==> src/rtl/micro_sequencer_pkg.sv <==
// Shared definitions for the micro-sequencer and its control store:
// microinstruction field layout, address width and sequencer state encoding.
package micro_sequencer_pkg;

    localparam int ADDR_W   = 9;
    localparam int MIR_W    = 36;
    localparam int REG_WE_W = 9;
    localparam int FIELD_W  = 4;
    localparam int COUNT_W  = 16;

    localparam int MIR_NEXT_LSB    = 27;
    localparam int MIR_REG_WE_LSB  = 18;
    localparam int MIR_WR_SEL_LSB  = 14;
    localparam int MIR_MEM_WR_BIT  = 13;
    localparam int MIR_PC_INC_BIT  = 12;
    localparam int MIR_MEM_RD_BIT  = 11;
    localparam int MIR_ALU_OP_LSB  = 7;
    localparam int MIR_BUS_SEL_LSB = 3;
    localparam int MIR_HALT_BIT    = 0;

    typedef enum logic [1:0] {
        ST_IDLE  = 2'b00,
        ST_RUN   = 2'b01,
        ST_STALL = 2'b10,
        ST_HALT  = 2'b11
    } seq_state_e;

    typedef struct packed {
        logic [ADDR_W-1:0]   next;
        logic [REG_WE_W-1:0] reg_we;
        logic [FIELD_W-1:0]  wr_sel;
        logic                mem_wr;
        logic                pc_inc;
        logic                mem_rd;
        logic [FIELD_W-1:0]  alu_op;
        logic [FIELD_W-1:0]  bus_sel;
        logic                halt;
    } mir_t;

endpackage

==> src/rtl/micro_sequencer_stall_timer.sv <==
// Memory stall counter: cleared when a memory step first stalls, counts
// stall cycles and flags the last permitted stall cycle.
module seq_stall_timer #(
    parameter int TIMEOUT = 15
) (
    input  logic clk,
    input  logic rst,
    input  logic clear,
    input  logic enable,
    output logic hit
);

    localparam int CW = (TIMEOUT < 1) ? 1 : $clog2(TIMEOUT + 1);

    logic [CW-1:0] count_r;

    // Stall-cycle counter, saturating at TIMEOUT.
    always_ff @(posedge clk or posedge rst) begin
        if (rst) begin
            count_r <= {CW{1'b0}};
        end else if (clear) begin
            count_r <= {CW{1'b0}};
        end else if (enable && (count_r != CW'(TIMEOUT))) begin
            count_r <= count_r + CW'(1);
        end else begin
            count_r <= count_r;
        end
    end

    assign hit = enable && (count_r == CW'(TIMEOUT - 1));

endmodule

==> src/rtl/micro_sequencer.sv <==
// Microprogram sequencer: walks the control store, issues the datapath
// strobes of each microinstruction and stretches memory steps until ready.
module micro_sequencer
    import micro_sequencer_pkg::*;
#(
    parameter int MEM_TIMEOUT = 15
) (
    input  logic                clk,
    input  logic                rst,
    input  logic [MIR_W-1:0]    mir,
    input  logic                start,
    input  logic                mem_ready,
    output logic [ADDR_W-1:0]   addr,
    output logic [REG_WE_W-1:0] reg_we,
    output logic [FIELD_W-1:0]  wr_sel,
    output logic                mem_wr,
    output logic                mem_rd,
    output logic                pc_inc,
    output logic [FIELD_W-1:0]  alu_op,
    output logic [FIELD_W-1:0]  bus_sel,
    output logic                busy,
    output logic                halted,
    output logic                timeout_err,
    output logic [COUNT_W-1:0]  instr_count
);

    seq_state_e          state_r;
    logic [ADDR_W-1:0]   addr_r;
    logic [COUNT_W-1:0]  instr_count_r;
    logic                busy_r;
    logic                halted_r;
    logic                timeout_err_r;

    mir_t                mir_s;
    logic                mir_unused_s;
    logic                mem_op_s;
    logic                step_done_s;
    logic                stall_enter_s;
    logic                in_stall_s;
    logic                timer_hit_s;
    logic                timed_out_s;
    logic                halt_step_s;
    logic                load_next_s;
    logic                count_step_s;

    assign mir_s.next    = mir[MIR_NEXT_LSB +: ADDR_W];
    assign mir_s.reg_we  = mir[MIR_REG_WE_LSB +: REG_WE_W];
    assign mir_s.wr_sel  = mir[MIR_WR_SEL_LSB +: FIELD_W];
    assign mir_s.mem_wr  = mir[MIR_MEM_WR_BIT];
    assign mir_s.pc_inc  = mir[MIR_PC_INC_BIT];
    assign mir_s.mem_rd  = mir[MIR_MEM_RD_BIT];
    assign mir_s.alu_op  = mir[MIR_ALU_OP_LSB +: FIELD_W];
    assign mir_s.bus_sel = mir[MIR_BUS_SEL_LSB +: FIELD_W];
    assign mir_s.halt    = mir[MIR_HALT_BIT];
    assign mir_unused_s  = ^mir[MIR_BUS_SEL_LSB-1:MIR_HALT_BIT+1];

    assign mem_op_s      = mir_s.mem_rd | mir_s.mem_wr;
    assign in_stall_s    = (state_r == ST_STALL);
    assign step_done_s   = ((state_r == ST_RUN) && (!mem_op_s || mem_ready)) ||
                           (in_stall_s && mem_ready);
    assign stall_enter_s = (state_r == ST_RUN) && mem_op_s && !mem_ready;
    assign timed_out_s   = in_stall_s && !mem_ready && timer_hit_s;
    assign halt_step_s   = step_done_s && mir_s.halt;
    assign load_next_s   = step_done_s && !mir_s.halt;
    // A macro-instruction ends when the microprogram jumps back to address 0.
    assign count_step_s  = load_next_s && (mir_s.next == {ADDR_W{1'b0}}) &&
                           (addr_r != {ADDR_W{1'b0}});

    seq_stall_timer #(
        .TIMEOUT(MEM_TIMEOUT)
    ) u_stall_timer (
        .clk    (clk),
        .rst    (rst),
        .clear  (stall_enter_s),
        .enable (in_stall_s),
        .hit    (timer_hit_s)
    );

    // Sequencer FSM with its registered address, count and status flags.
    always_ff @(posedge clk or posedge rst) begin
        if (rst) begin
            state_r       <= ST_IDLE;
            addr_r        <= {ADDR_W{1'b0}};
            instr_count_r <= {COUNT_W{1'b0}};
            busy_r        <= 1'b0;
            halted_r      <= 1'b0;
            timeout_err_r <= 1'b0;
        end else begin
            case (state_r)
                ST_IDLE: begin
                    if (start) begin
                        state_r <= ST_RUN;
                        busy_r  <= 1'b1;
                    end
                end
                ST_RUN, ST_STALL: begin
                    if (timed_out_s || halt_step_s) begin
                        state_r  <= ST_HALT;
                        busy_r   <= 1'b0;
                        halted_r <= 1'b1;
                        if (timed_out_s) begin
                            timeout_err_r <= 1'b1;
                        end
                    end else if (load_next_s) begin
                        state_r <= ST_RUN;
                        addr_r  <= mir_s.next;
                        if (count_step_s) begin
                            instr_count_r <= instr_count_r + 16'd1;
                        end
                    end else if (stall_enter_s) begin
                        state_r <= ST_STALL;
                    end else begin
                        state_r <= state_r;
                    end
                end
                ST_HALT: begin
                    if (start) begin
                        state_r  <= ST_RUN;
                        addr_r   <= {ADDR_W{1'b0}};
                        busy_r   <= 1'b1;
                        halted_r <= 1'b0;
                    end
                end
                default: begin
                    state_r  <= ST_IDLE;
                    busy_r   <= 1'b0;
                    halted_r <= 1'b0;
                end
            endcase
        end
    end

    // Strobes follow the microinstruction within the cycle it is presented;
    // a pending memory step holds back everything that would commit state.
    always_comb begin
        reg_we  = {REG_WE_W{1'b0}};
        wr_sel  = {FIELD_W{1'b0}};
        mem_wr  = 1'b0;
        mem_rd  = 1'b0;
        pc_inc  = 1'b0;
        alu_op  = {FIELD_W{1'b0}};
        bus_sel = {FIELD_W{1'b0}};
        case (state_r)
            ST_RUN: begin
                mem_wr  = mir_s.mem_wr;
                mem_rd  = mir_s.mem_rd;
                wr_sel  = mir_s.wr_sel;
                bus_sel = mir_s.bus_sel;
                if (step_done_s) begin
                    reg_we = mir_s.reg_we;
                    pc_inc = mir_s.pc_inc;
                    alu_op = mir_s.alu_op;
                end else begin
                    reg_we = {REG_WE_W{1'b0}};
                    pc_inc = 1'b0;
                    alu_op = {FIELD_W{1'b0}};
                end
            end
            ST_STALL: begin
                mem_wr = mir_s.mem_wr;
                mem_rd = mir_s.mem_rd;
                if (mem_ready) begin
                    reg_we  = mir_s.reg_we;
                    pc_inc  = mir_s.pc_inc;
                    alu_op  = mir_s.alu_op;
                    wr_sel  = mir_s.wr_sel;
                    bus_sel = mir_s.bus_sel;
                end else begin
                    reg_we  = {REG_WE_W{1'b0}};
                    pc_inc  = 1'b0;
                    alu_op  = {FIELD_W{1'b0}};
                    wr_sel  = {FIELD_W{1'b0}};
                    bus_sel = {FIELD_W{1'b0}};
                end
            end
            default: begin
                mem_wr = 1'b0;
                mem_rd = 1'b0;
            end
        endcase
    end

    assign addr        = addr_r;
    assign instr_count = instr_count_r;
    assign busy        = busy_r;
    assign halted      = halted_r;
    assign timeout_err = timeout_err_r;

endmodule

==> config.mk <==
export PLATFORM = sky130hd
export DESIGN_NAME = micro_sequencer
export DESIGN_NICKNAME = d
export VERILOG_FILES = /design/src/rtl/micro_sequencer_pkg.sv /design/src/rtl/micro_sequencer_stall_timer.sv /design/src/rtl/micro_sequencer.sv
export SDC_FILE = /design/constraint.sdc
export NUM_CORES = 1
export LEC_CHECK = 0
export BUFFER_PORTS_ARGS = -buffer_cell sky130_fd_sc_hd__buf_2
export CORE_MARGIN = 10
export CORE_UTILIZATION = 46
export CTS_CLUSTER_DIAMETER = 60
export DETAILED_ROUTE_END_ITERATION = 8
export GPL_ROUTABILITY_DRIVEN = 0
export GPL_TIMING_DRIVEN = 0
export PLACE_DENSITY = 0.87
export SLEW_MARGIN = 20
export SYNTH_ARGS = -nofsm -noshare
export SYNTH_HDL_FRONTEND = slang
export SYNTH_SLANG_ARGS = --single-unit
==> constraint.sdc <==
create_clock -name clk -period 2.9 [get_ports clk]
set_input_delay 0.145 -clock clk [delete_from_list [all_inputs] [get_ports clk]]
set_output_delay 0.145 -clock clk [all_outputs]
set_load 0.005 [all_outputs]
==> key figures <==
Yosys
  • Distinct cells, synth: 38
  • Sequential share of the synthesized area: 45.24%
  • Cell with the most instances after synthesis: dfrtp_1
  • Area leader, netlist: dfrtp_1
  • Primary FF master, synth: dfrtp_1
  • EDFF count, synth: 0
  • FF+latch count, synth: 34
  • Syn_area_per_cell: 10.06 sq um
  • Synth top area share: 45.24%
  • Synth warn: 0
  • Commonest cells in the netlist: 34 x dfrtp_1, 19 x nor2_1, 15 x and2_1
  • Post-synthesis cell count: 187
  • Mapped Area: 0.001881 sq mm
  • Post-Syn Nets: 234
  • Asr flop ratio synth: 100.0%
  • Synth area leaders: dfrtp_1 45%, xor2_1 6.1%, and2_1 5.0%, ha_1 4.7%, a22o_1 4.2%

Timing
  • Slew @ Worst Pin: 705.1 ps
  • RSZ-0062 raised after global routing: no
  • Final hold vios: 0
  • Finish-stage setup viols: 0
  • WHS: 98.34 ps
  • Clock Skew: 8.050 ps
  • Minimum clock period: 2427 ps
  • Period utilisation layout: 83.68%
  • Pins Over Slew Limit: 0
  • Max-slew headroom: 52.93%
  • Max Freq: 412.1 MHz
  • Setup WS post-layout: 473.4 ps
  • Fin Setup TNS: 0 ps

Finish
  • Synthesis-to-layout area growth: 35.13%
  • Final nets: 331
  • Antenna diodes: 0
  • Multi-input logic area: 973.4 sq um
  • Final cell count without fillers: 335
  • Fillers: 330
  • Sequential standard cell area: 850.8 sq um
  • Share of cells above drive strength 1: 39.30%

Clocking
  • CTS tree: built
  • # Post-CTS Setup Buffers: 0
  • Post-CTS Hold Buffers: 1
  • Post_cts resized: 0
  • Maximum root-to-sink buffer count: 2
  • CTS Buf Count: 5
  • Clk_lat worst skew: 290 ps
  • Clock slew at reported path FFs: 70 ps
  • CTS root buffer: clkbuf_8
  • CTS sink count: 34
  • CTS H-tree depth: 2

Detailed routing
  • Met3 WL: 453 microns
  • Residual DRC count: 0
  • Drt total wl: 5146 microns
  • Met1 WL: 2016 microns
  • DR WL/cell: 15.36 microns
  • Vias: 1743
  • Routed vias/inst: 5.203
  • Initial drt markers: 60
  • Top Metal Used: met4
  • Post-route antenna net violation count: 0
  • WL met2: 2640 microns
  • Drt pass-1 iters: 4

Critical path
  • Startpoint types: flip-flop
  • CP top delay family: simple AND/OR/NAND/NOR gates
  • R2r endpoint: instr_count[15]
  • Buffers and inverters on the worst path: 3
  • CP Capture Type: output port
  • CP max-delay cell: or3b_1
  • Reg2reg path depth: 7
  • CP Max Fanout: 10
  • Worst Path Arrival: 2280 ps
  • CP Class: flip-flop to output port
  • CP peak stage delay: 430 ps
  • CP Data Required Time: 2760 ps
  • Crit-path cells: inv_1 -> ha_1 -> or3b_1 -> a21oi_2 -> clkbuf_1 -> and2_1 -> buf_2
  • Reg-to-reg startpoint: state_r[1]
  • Worst R2R Setup Slack: 580 ps

Global routing
  • GRT Overall Usage: 14.44%
  • Largest net degree at the start of global routing: 35
  • Grt total ovfl: 0
  • Global-route wire length before repair: 8659 microns
  • Vias in the first global route: 1882
  • Initial antenna violation count: 0

Place
  • Port Buffers: 89
  • Placed insts: 326
  • Post-DP HPWL: 4201 microns
  • Dpl ws: 546.4 ps

Die
  • Die area: 0.007046 sq mm
  • Row count: 23
  • Die Width: 83.94 microns
  • Initial Util: 47.35%
  • Core box area: 0.003971 sq mm
  • Die Y: 83.94 microns
  • Io pins: 92

Pwr
  • Pwr dens: 830.6 mW/mm^2
  • Sequential power share: 30.7%
  • Logic gate share of total power: 43.6%
  • Sw Pwr: 0.7529 mW
  • Peak supply drop: 435.2 uV
  • Power Internal: 1.358 mW
  • Leak: 1.448 nW
  • Clock Power Share: 25.8%
  • Sw frac: 35.67%

Worst hold path
  • Hold Crit Endpoint: addr[5]
  • Hold Crit Class: primary input to flip-flop
  • Hold Crit Depth: 2
  • Worst hold start: mir[32]

Job
  • Max cap viols: 0

Run status
  • Status: finished, final reports clean
==> sequential cells by signal (all words and copies together) (netlist names) <==
register and cells:
instr_count 16, addr 9, halted 1, state_r 2, timeout_err 1, busy 1
u_stall_timer.count_r 4
==> metrics by stage <==
stage	utilization (%)	total power, mW	instance area, sq um
floorplan	-	1.222	1881
global placement	60.14	1.558	2389
detailed placement	60.14	1.587	2389
CTS	63.99	2.130	2541
global route	63.99	2.267	2541
finish	63.99	2.111	2541
==> routing by layer <==
metal	vias up	global-route usage [%]
li1	845	-
met1	833	14.90
met2	63	25.44
met3	2	6.836
met4	0	3.957
met5	-	0
==> layout by cell type, fill, tap and decap left out, types with 5 or more instances in the layout <==
cell type	instances
ha_1	7
nor3_2	5
nor2_1	19
clkbuf_8	6
dfrtp_1	34
and2_1	15
xor2_1	13
and3_1	10
nand3_1	10
a22o_1	9
a21oi_1	6
buf_2	89
inv_1	8
nand2_1	6
==> worst max-delay path by stage <==
stage	slack (ps)	end	depth (start not counted)	start
after floorplan	880	addr[0]	8	state_r[1]
after global placement	610	addr[1]	7	state_r[1]
after detailed placement	550	instr_count[15]	7	state_r[1]
after CTS	410	reg_we[6]	7	state_r[1]
after global routing	220	reg_we[6]	7	state_r[1]
final	470	reg_we[6]	7	state_r[1]
==> cell type report <==
type	instances	share of cell area [%]
Buffer	4	0.8863
Clock buffer	6	3.250
Clock inverter	2	2.363
Inverter	9	1.329
Multi-Input combinational cell	140	38.31
Sequential cell	34	33.48
Tap cell	50	2.462
Timing Repair Buffer	90	17.92
==> cells by family (layout without fill, tap and decap cells) <==
| group | count (synthesis) | count (layout) | synth area share (%) |
|---|---|---|---|
| AO/OA/AOI/OAI | 30 | 30 | 11.44 |
| XOR/XNOR | 17 | 17 | 7.917 |
| multiplexers | 3 | 3 | 1.730 |
| adder cells (fa/ha/maj) | 7 | 7 | 4.657 |
| flip-flops | 34 | 34 | 45.24 |
| buffers and inverters | 13 | 111 | 2.994 |
| AND/OR/NAND/NOR | 83 | 83 | 26.01 |
==> power by group through the flow <==
| stage | sequential (mW) | clock, mW | combinational (mW) |
|---|---|---|---|
| after CTS | 0.647 | 0.546 | 0.936 |
| after floorplan | 0.647 | 0 | 0.575 |
| after global routing | 0.657 | 0.570 | 1.04 |
| final | 0.647 | 0.544 | 0.920 |
| after detailed placement | 0.656 | 0 | 0.930 |
| after global placement | 0.648 | 0 | 0.910 |
No activity file was read; power rests on OpenSTA's default activity.
